==> src/rtl/ysyx_23060124_ifu_if.sv <==
// ysyx_23060124_ifu_if: IFU bus bundle.
// AR/R read channel to memory plus the fetch handoff to decode.
interface ysyx_23060124_ifu_if #(
  parameter int ADDR_W = 32,
  parameter int DATA_W = 32
);
  logic [ADDR_W-1:0] araddr;
  logic              arvalid;
  logic              arready;
  logic [DATA_W-1:0] rdata;
  logic [1:0]        rresp;
  logic              rvalid;
  logic              rready;
  logic [DATA_W-1:0] ins;
  logic [ADDR_W-1:0] pc;
  logic              fault;
  logic              post_valid;
  logic              post_ready;

  modport master (
    output araddr, arvalid, rready,
    output ins, pc, fault, post_valid,
    input  arready, rdata, rresp, rvalid,
    input  post_ready
  );

  modport slave (
    input  araddr, arvalid, rready,
    input  ins, pc, fault, post_valid,
    output arready, rdata, rresp, rvalid,
    output post_ready
  );
endinterface

==> src/rtl/ysyx_23060124_ifu.sv <==
// ysyx_23060124_ifu: multi-cycle instruction fetch unit.
// Ports: clock/i_rst_n, WB pc update, bus (AR/R + decode handoff), o_fetch_cnt.
module ysyx_23060124_ifu #(
  parameter int                ADDR_W   = 32,
  parameter int                DATA_W   = 32,
  parameter logic [ADDR_W-1:0] RESET_PC = 32'h8000_0000
) (
  input  logic              clock,
  input  logic              i_rst_n,
  input  logic [ADDR_W-1:0] i_pc_next,
  input  logic              i_pc_update,
  ysyx_23060124_ifu_if.master bus,
  output logic [31:0]       o_fetch_cnt
);

  typedef enum logic [1:0] {
    REQ, RESP, HOLD, WAIT_WB
  } state_t;

  state_t            state_q, state_d;
  logic [ADDR_W-1:0] pc_q, pc_d;
  logic [DATA_W-1:0] ins_q, ins_d;
  logic              fault_q, fault_d;
  logic [31:0]       fetch_cnt_q, fetch_cnt_d;
  logic              arvalid_q, arvalid_d;
  logic              rready_q, rready_d;
  logic              post_valid_q, post_valid_d;

  logic ar_hs;
  logic r_hs;
  logic post_hs;
  logic misaligned;

  assign ar_hs      = arvalid_q & bus.arready;
  assign r_hs       = rready_q & bus.rvalid;
  assign post_hs    = post_valid_q & bus.post_ready;
  assign misaligned = (pc_q[1:0] != 2'b00);

  always_comb begin
    state_d     = state_q;
    pc_d        = pc_q;
    ins_d       = ins_q;
    fault_d     = fault_q;
    fetch_cnt_d = fetch_cnt_q;
    unique case (state_q)
      REQ: begin
        if (misaligned) begin
          ins_d   = '0;
          fault_d = 1'b1;
          state_d = HOLD;
        end else if (ar_hs) begin
          state_d = RESP;
        end
      end
      RESP: begin
        if (r_hs) begin
          ins_d   = (bus.rresp == 2'b00) ? bus.rdata : '0;
          fault_d = (bus.rresp != 2'b00);
          state_d = HOLD;
        end
      end
      HOLD: begin
        if (post_hs) begin
          fetch_cnt_d = fetch_cnt_q + 32'd1;
          state_d     = WAIT_WB;
        end
      end
      WAIT_WB: begin
        if (i_pc_update) begin
          pc_d    = i_pc_next;
          state_d = REQ;
        end
      end
    endcase
  end

  // Handshake outputs follow the next state so they are plain flops;
  // a misaligned pc never raises arvalid.
  always_comb begin
    arvalid_d    = (state_d == REQ) && (pc_d[1:0] == 2'b00);
    rready_d     = (state_d == RESP);
    post_valid_d = (state_d == HOLD);
  end

  always_ff @(posedge clock or negedge i_rst_n) begin
    if (!i_rst_n) begin
      state_q      <= REQ;
      pc_q         <= RESET_PC;
      ins_q        <= '0;
      fault_q      <= 1'b0;
      fetch_cnt_q  <= '0;
      arvalid_q    <= 1'b0;
      rready_q     <= 1'b0;
      post_valid_q <= 1'b0;
    end else begin
      state_q      <= state_d;
      pc_q         <= pc_d;
      ins_q        <= ins_d;
      fault_q      <= fault_d;
      fetch_cnt_q  <= fetch_cnt_d;
      arvalid_q    <= arvalid_d;
      rready_q     <= rready_d;
      post_valid_q <= post_valid_d;
    end
  end

  assign bus.araddr     = pc_q;
  assign bus.arvalid    = arvalid_q;
  assign bus.rready     = rready_q;
  assign bus.ins        = ins_q;
  assign bus.pc         = pc_q;
  assign bus.fault      = fault_q;
  assign bus.post_valid = post_valid_q;
  assign o_fetch_cnt    = fetch_cnt_q;

endmodule

==> src/flat_wrapper.sv <==
// flat-port wrapper written by rule: the top's interface ports become plain ports
module ysyx_23060124_ifu_flat 
#(
  parameter int                ADDR_W   = 32,
  parameter int                DATA_W   = 32,
  parameter logic [ADDR_W-1:0] RESET_PC = 32'h8000_0000
)
  (clock, i_rst_n, i_pc_next, i_pc_update, o_fetch_cnt, bus_araddr, bus_arvalid, bus_rready, bus_ins, bus_pc, bus_fault, bus_post_valid, bus_arready, bus_rdata, bus_rresp, bus_rvalid, bus_post_ready);
  ysyx_23060124_ifu_if #(.ADDR_W(ADDR_W), .DATA_W(DATA_W)) bus_i ();
  input  logic clock;
  input  logic i_rst_n;
  input  logic [ADDR_W-1:0] i_pc_next;
  input  logic i_pc_update;
  output logic [31:0] o_fetch_cnt;
  output wire logic [$bits(bus_i.araddr)-1:0] bus_araddr;
  output wire logic [$bits(bus_i.arvalid)-1:0] bus_arvalid;
  output wire logic [$bits(bus_i.rready)-1:0] bus_rready;
  output wire logic [$bits(bus_i.ins)-1:0] bus_ins;
  output wire logic [$bits(bus_i.pc)-1:0] bus_pc;
  output wire logic [$bits(bus_i.fault)-1:0] bus_fault;
  output wire logic [$bits(bus_i.post_valid)-1:0] bus_post_valid;
  input wire logic [$bits(bus_i.arready)-1:0] bus_arready;
  input wire logic [$bits(bus_i.rdata)-1:0] bus_rdata;
  input wire logic [$bits(bus_i.rresp)-1:0] bus_rresp;
  input wire logic [$bits(bus_i.rvalid)-1:0] bus_rvalid;
  input wire logic [$bits(bus_i.post_ready)-1:0] bus_post_ready;
  assign bus_araddr = bus_i.araddr;
  assign bus_arvalid = bus_i.arvalid;
  assign bus_rready = bus_i.rready;
  assign bus_ins = bus_i.ins;
  assign bus_pc = bus_i.pc;
  assign bus_fault = bus_i.fault;
  assign bus_post_valid = bus_i.post_valid;
  assign bus_i.arready = bus_arready;
  assign bus_i.rdata = bus_rdata;
  assign bus_i.rresp = bus_rresp;
  assign bus_i.rvalid = bus_rvalid;
  assign bus_i.post_ready = bus_post_ready;
  ysyx_23060124_ifu #(.ADDR_W(ADDR_W), .DATA_W(DATA_W), .RESET_PC(RESET_PC)) u_core (.clock(clock), .i_rst_n(i_rst_n), .i_pc_next(i_pc_next), .i_pc_update(i_pc_update), .bus(bus_i), .o_fetch_cnt(o_fetch_cnt));
endmodule
==> config.mk <==
export PLATFORM = sky130hd
export DESIGN_NAME = ysyx_23060124_ifu_flat
export DESIGN_NICKNAME = d
export VERILOG_FILES = /design/src/rtl/ysyx_23060124_ifu_if.sv /design/src/rtl/ysyx_23060124_ifu.sv /design/src/flat_wrapper.sv
export SDC_FILE = /design/constraint.sdc
export NUM_CORES = 1
export LEC_CHECK = 0
export BUFFER_PORTS_ARGS = -buffer_cell sky130_fd_sc_hd__buf_4
export CORE_ASPECT_RATIO = 0.9
export CORE_MARGIN = 4
export CORE_UTILIZATION = 52
export CTS_BUF_LIST = sky130_fd_sc_hd__clkbuf_8
export CTS_CLUSTER_SIZE = 24
export DETAILED_ROUTE_END_ITERATION = 12
export GPL_TIMING_DRIVEN = 0
export PLACE_DENSITY = 0.89
export SLEW_MARGIN = 20
export SYNTH_ARGS = -nofsm -noshare
export SYNTH_HDL_FRONTEND = slang
export SYNTH_SLANG_ARGS = --single-unit
==> constraint.sdc <==
create_clock -name clock -period 2.9 [get_ports clock]
set_clock_uncertainty 0.05 [all_clocks]
set_input_delay 0.58 -clock clock [delete_from_list [all_inputs] [get_ports clock]]
set_output_delay 0.58 -clock clock [all_outputs]
set_load 0.05 [all_outputs]
==> flow_summary.json, run 1 <==
{
  "syn-cell-area_um2": 4330,
  "reg2reg_slack_ns": 0.92,
  "power_density_nw_per_um2": 1070,
  "ys_ff_latch": 102,
  "cts_made_buffers": 9,
  "yosysTopAreaCellShare": 0.584,
  "clock_path_buffers": 2,
  "stdcell_area_um2": 6180,
  "startpoint_type": "register",
  "swShare": 0.482,
  "cp.arrival_ns": 2.17,
  "cts_resized": 0,
  "dieArea_um2": 9840,
  "die_y_um": 94.5,
  "hold_viol": 0,
  "max_cap_violations": 0,
  "place_hpwl_um": 8470,
  "routed_via_density": 5.27,
  "max_freq_mhz": 505,
  "antenna_found_initial": 0,
  "cp_max_fo": 9,
  "cts_hold_buf": 0,
  "fin_setup_tns_ns": 0,
  "ios": 204,
  "combPwrFrac": 0.564,
  "portBuffers": 203,
  "rsz0062_at_grt": "false",
  "drtAntennaViolNets": 0,
  "p_sw_w": 0.00320,
  "syn_nets": 406,
  "yosys_warnings": 0,
  "root_buffer": "clkbuf_8",
  "grt_pass1_wl_um": 17700,
  "wirelength_um": 10700,
  "clkPwrFrac": 0.131,
  "drt_pass1_iterations": 4,
  "synth_top_flop_cell": "dfrtp_1",
  "yosysTopAreaCell": "dfrtp_1",
  "avgSynthCellArea_um2": 13.0,
  "clock_sinks": 102,
  "area_growth_pct": 42.8,
  "hp-class": "input pin to async pin",
  "fin_crit_sh": 0.683,
  "crit_type": "register to register",
  "maxSlewHeadroom": 0.395,
  "synth_area_leaders": "dfrtp_1 58%, mux2_2 8.3%, a22o_1 6.5%, buf_4 5.7%, xnor2_1 5.5%",
  "worstMarginPinSlew_ns": 0.908,
  "drtIter0Drc": 112,
  "cts_tree": "yes",
  "crit_required_ns": 3.09,
  "sequentialPowerShare": 0.305,
  "setup_viol": 0,
  "report.power.total_w": 0.00664,
  "cp-end-kind": "register",
  "grt_pass1_vias": 3661,
  "vdd_drop_max_mv": 1.07,
  "drv_slew": 0,
  "grt-ovfl-total": 0,
  "avgRoutedWirePerCell_um": 16.4,
  "die_w_um": 104,
  "cts.clk_slew.worst_paths_ns": 0.09,
  "fin_nets": 620,
  "grt_max_degree": 103,
  "dpl_cell_area_um2": 5980,
  "ys_types": 31,
  "ys_seq_area_frac": 0.590,
  "status": "finished, final reports clean",
  "clk_latency_ns": 0.35,
  "ys_async_sr_fraction": 1.00,
  "final_common_cell": "buf_4",
  "place.gp.congestion": 0.884,
  "fin_crit_ns": 1.98,
  "p_leak_nw": 3.16,
  "coreArea_um2": 8070,
  "fp-row-count": 31,
  "mostFrequentLayoutCells": "235 x buf_4, 101 x dfrtp_1, 32 x mux2_2, 32 x a22o_1, 27 x xnor2_1",
  "antenna_cells": 0,
  "h-tree-depth": 3,
  "synth_edf_count": 0,
  "p_int_w": 0.00344,
  "postCtsSetupBuffers": 0,
  "gr-usage-all-layers": 0.221,
  "drive_above_1_share": 0.533,
  "drc": 0,
  "synth_cells": 333,
  "initial_utilization": 0.536,
  "vias": 3433
}
==> stage by stage <==
step | utilization | cells | hold WS (ns) | worst slack [ns]
2_1_floorplan | - | 333 | 0.234 | 0.881
3_3_place_gp | 0.740 | 635 | 0.418 | 0.830
3_5_place_dp | 0.741 | 635 | 0.424 | 0.833
4_1_cts | 0.766 | 651 | 0.307 | 0.931
5_1_grt | 0.766 | 651 | 0.365 | 0.703
6_report | 0.766 | 651 | 0.227 | 0.920
==> cell type report <==
type	instances	area (um^2)
well taps	99	124
multi-input cells	183	1460
plain buffers	43	289
inverters	5	18.8
fillers	569	1890
clock buffers	10	138
flip-flops and latches	102	2550
clock inverters	6	62.6
repair buffers	203	1530
==> sequential cells by signal, indices dropped and copies added (netlist names) <==
name / flops
u_core.bus.arvalid: 1
u_core.bus.ins: 32
u_core.o_fetch_cnt: 32
u_core.bus.araddr: 32
u_core.bus.post_valid: 1
u_core.state_q: 2
u_core.bus.fault: 1
u_core.bus.rready: 1
==> layer usage <==
metal | part of all wire | up-vias | global-route usage
li1 | - | 1583 | -
met1 | 0.36 | 1700 | 0.252
met2 | 0.53 | 140 | 0.393
met3 | 0.095 | 10 | 0.0916
met4 | 0.010 | 0 | 0.0520
met5 | 0 | - | 0
==> synth_stat cells, drive strengths merged, types with 2 or more instances <==
cell    number
dfrtp      101
and3         7
nor2         6
and2         2
nand4b       2
xor2         4
nor3         5
inv          5
nor4         8
a21oi        2
a22o        32
nand3       20
xnor2       27
mux2        32
clkbuf       7
buf         36
nand4       12
nand2       15
==> cells by family (layout without fill, tap and decap cells) <==
logic type / Yosys count / in the layout / share of synthesized area
multiplexers: 32 / 32 / 0.0833
adder cells (fa/ha/maj): 1 / 1 / 0.00289
AO/OA/AOI/OAI: 37 / 37 / 0.0720
AND/OR/NAND/NOR: 82 / 82 / 0.117
XOR/XNOR: 31 / 31 / 0.0628
buffers and inverters: 48 / 267 / 0.0712
flip-flops: 102 / 102 / 0.590
==> worst paths after layout <==
| kind | from | to | depth (start not counted) |
|---|---|---|---|
| hold / removal | i_rst_n | u_core.o_fetch_cnt[31]$_DFFE_PN0P_ | 1 |
| hold reg to reg | u_core.o_fetch_cnt[31]$_DFFE_PN0P_ | u_core.o_fetch_cnt[31]$_DFFE_PN0P_ | 1 |
| setup reg to reg | u_core.state_q[0]$_DFF_PN0_ | u_core.o_fetch_cnt[25]$_DFFE_PN0P_ | 4 |
| max in group asynchronous | i_rst_n | u_core.bus.araddr[6]$_DFFE_PN0P_ | 1 |
| setup / recovery | u_core.state_q[0]$_DFF_PN0_ | u_core.o_fetch_cnt[25]$_DFFE_PN0P_ | 4 |
| min in group clock | bus_rdata[2] | u_core.bus.ins[2]$_DFFE_PN0P_ | 2 |
==> power by group through the flow <==
stage	clock [W]	combinational, W	sequential [W]
after floorplan	0	0.00169	0.00298
after detailed placement	0	0.00378	0.00206
after CTS	0.000898	0.00378	0.00203
final	0.000867	0.00374	0.00202
after global placement	0	0.00371	0.00203
after global routing	0.000950	0.00391	0.00207
==> worst max-delay path, stage by stage (launching register included) <==
cell and delay, ns:
dfrtp_1 0.46, nand4b_4 0.31, nor4_1 0.66, nand4b_1 0.23
xnor2_1 0.17
Power figures use the tool's default switching activity.
==> run 2, diff against run 1 <==
--- a/config.mk
+++ b/config.mk
@@ -8,12 +8,12 @@
 export BUFFER_PORTS_ARGS = -buffer_cell sky130_fd_sc_hd__buf_4
 export CORE_ASPECT_RATIO = 0.9
 export CORE_MARGIN = 4
-export CORE_UTILIZATION = 52
+export CORE_UTILIZATION = 43
 export CTS_BUF_LIST = sky130_fd_sc_hd__clkbuf_8
 export CTS_CLUSTER_SIZE = 24
 export DETAILED_ROUTE_END_ITERATION = 12
 export GPL_TIMING_DRIVEN = 0
-export PLACE_DENSITY = 0.89
+export PLACE_DENSITY = 0.79
 export SLEW_MARGIN = 20
 export SYNTH_ARGS = -nofsm -noshare
 export SYNTH_HDL_FRONTEND = slang
==> constraint.sdc (replaced) <==
create_clock -name clock -period 1.7 [get_ports clock]
set_clock_uncertainty 0.05 [all_clocks]
set_input_delay 0.34 -clock clock [delete_from_list [all_inputs] [get_ports clock]]
set_output_delay 0.34 -clock clock [all_outputs]
set_load 0.05 [all_outputs]
==> flow_summary.json, run 2 (same netlist as run 1, synthesis figures left out) <==
{
  "status": "finished, final reports clean",
  "area_growth_pct": 49.1,
  "swShare": 0.473,
  "antenna_cells": 0,
  "hp-class": "input pin to async pin",
  "portBuffers": 203,
  "seq_area_um2": 2580,
  "cts.clk_slew.worst_paths_ns": 0.10,
  "cp-end-kind": "register",
  "cp.arrival_ns": 1.84,
  "grt-ovfl-total": 0,
  "root_buffer": "clkbuf_8",
  "maxSlewHeadroom": 0.401,
  "place.gp.congestion": 0.797,
  "drt_pass1_iterations": 4,
  "fin_crit_sh": 0.972,
  "rsz0062_at_grt": "true",
  "max_stage_delay_ns": 0.46,
  "cp.buffers_inverters": 2,
  "wirelength_um": 11300,
  "grt_pass1_vias": 3566,
  "drv_slew": 0,
  "drive_above_1_share": 0.600,
  "drtAntennaViolNets": 0,
  "combPwrFrac": 0.559,
  "clkPwrFrac": 0.148,
  "m1WireLength_um": 4310,
  "coreArea_um2": 9740,
  "die_y_um": 103,
  "fin_crit_ns": 1.65,
  "h-tree-depth": 3,
  "p_sw_w": 0.00554,
  "dieArea_um2": 11700,
  "ios": 204,
  "max_cap_violations": 0,
  "drc": 0,
  "clk_latency_ns": 0.35,
  "cts_made_buffers": 9,
  "fp-row-count": 34,
  "wl_met2_um": 5790,
  "max_freq_mhz": 605,
  "grt_pass1_wl_um": 17500,
  "crit_type": "register to register",
  "cp_top_family": "simple AND/OR/NAND/NOR gates",
  "multi_input_area_um2": 1510,
  "p_leak_nw": 3.24,
  "p_int_w": 0.00618,
  "startpoint_type": "register",
  "final_common_cell": "buf_4",
  "cp_cell_sequence": "nand4b_4 > buf_6 > nor4_4 > buf_4 > nand4_1 > xnor2_1",
  "highest_layer": "met4",
  "dr_wl_met3_um": 1110,
  "antenna_found_initial": 0,
  "report.power.total_w": 0.0117,
  "fin_nets": 630,
  "power_density_nw_per_um2": 1820,
  "fillers": 742,
  "avgRoutedWirePerCell_um": 16.4,
  "hold_viol": 0,
  "vias": 3468,
  "crit_required_ns": 1.89,
  "setup_viol": 0,
  "cts_hold_buf": 0,
  "clock_sinks": 102,
  "cts_tree": "yes",
  "sequentialPowerShare": 0.293,
  "die_w_um": 114,
  "routed_via_density": 5.04,
  "clock_path_buffers": 2,
  "drtIter0Drc": 146,
  "grt_max_degree": 103,
  "mostFrequentLayoutCells": "243 x buf_4, 80 x dfrtp_1, 32 x mux2_2, 32 x a22o_1, 27 x xnor2_1",
  "vdd_drop_max_mv": 1.65,
  "initial_utilization": 0.444,
  "reg2reg_slack_ns": 0.05,
  "cp_slowest_cell": "dfrtp_2",
  "place_hpwl_um": 8470,
  "worstMarginPinSlew_ns": 0.899,
  "fin_setup_tns_ns": 0,
  "gr-usage-all-layers": 0.186,
  "cp_max_fo": 8
}
run 2: stage by stage:
step | setup slack (ns) | hold slack, ns | utilization | area [um^2] | instances
final | 0.0471 | 0.0327 | 0.662 | 6450 | 688
after global routing | -0.0235 | 0.103 | 0.662 | 6450 | 688
after CTS | -0.0640 | 0.0768 | 0.650 | 6330 | 683
after detailed placement | -0.182 | 0.418 | 0.621 | 6050 | 662
after global placement | -0.168 | 0.417 | 0.620 | 6040 | 662
after floorplan | -0.0775 | -0.00559 | - | 4360 | 333
run 2: timing repair:
| item | 4_1_cts | 5_1_grt |
|---|---|---|
| setup buffers | 5 | 6 |
| resized for setup | 8 | 26 |
| pin swaps | 2 | 6 |
| endpoints found under the setup margin | 82 | 54 |
run 2: final cells by class:
class / instances / share of cell area
Buffer: 42 / 0.0503
Clock buffer: 11 / 0.0235
Clock inverter: 5 / 0.0126
Inverter: 5 / 0.00291
Multi-Input combinational cell: 183 / 0.235
Sequential cell: 102 / 0.400
Tap cell: 126 / 0.0245
Timing Repair Buffer: 214 / 0.252
run 2: final timing paths:
path                                                            to                               start  cells after the start
worst min-delay path             u_core.bus.araddr[10]$_DFFE_PN0P_                             i_rst_n                      1
worst min register to register  u_core.o_fetch_cnt[31]$_DFFE_PN0P_  u_core.o_fetch_cnt[31]$_DFFE_PN0P_                      1
worst max-delay path            u_core.o_fetch_cnt[30]$_DFFE_PN0P_         u_core.state_q[0]$_DFF_PN0_                      6
min in group clock                  u_core.bus.ins[29]$_DFFE_PN0P_                       bus_rdata[29]                      2
worst max register to register  u_core.o_fetch_cnt[30]$_DFFE_PN0P_         u_core.state_q[0]$_DFF_PN0_                      6
max in group asynchronous              u_core.state_q[0]$_DFF_PN0_                             i_rst_n                      1
run 2: power by group through the flow:
stage	sequential [W]	clock [W]	combinational (W)
global route	0.00352	0.00187	0.00683
detailed placement	0.00352	0	0.00644
CTS	0.00344	0.00176	0.00653
floorplan	0.00511	0	0.00288
global placement	0.00348	0	0.00636
finish	0.00343	0.00173	0.00655
run 2: per-layer routing:
layer  up-vias  global-route usage
li1       1601                   -
met1      1708               0.227
met2       150               0.320
met3         9              0.0640
met4         0              0.0444
met5         -                   0
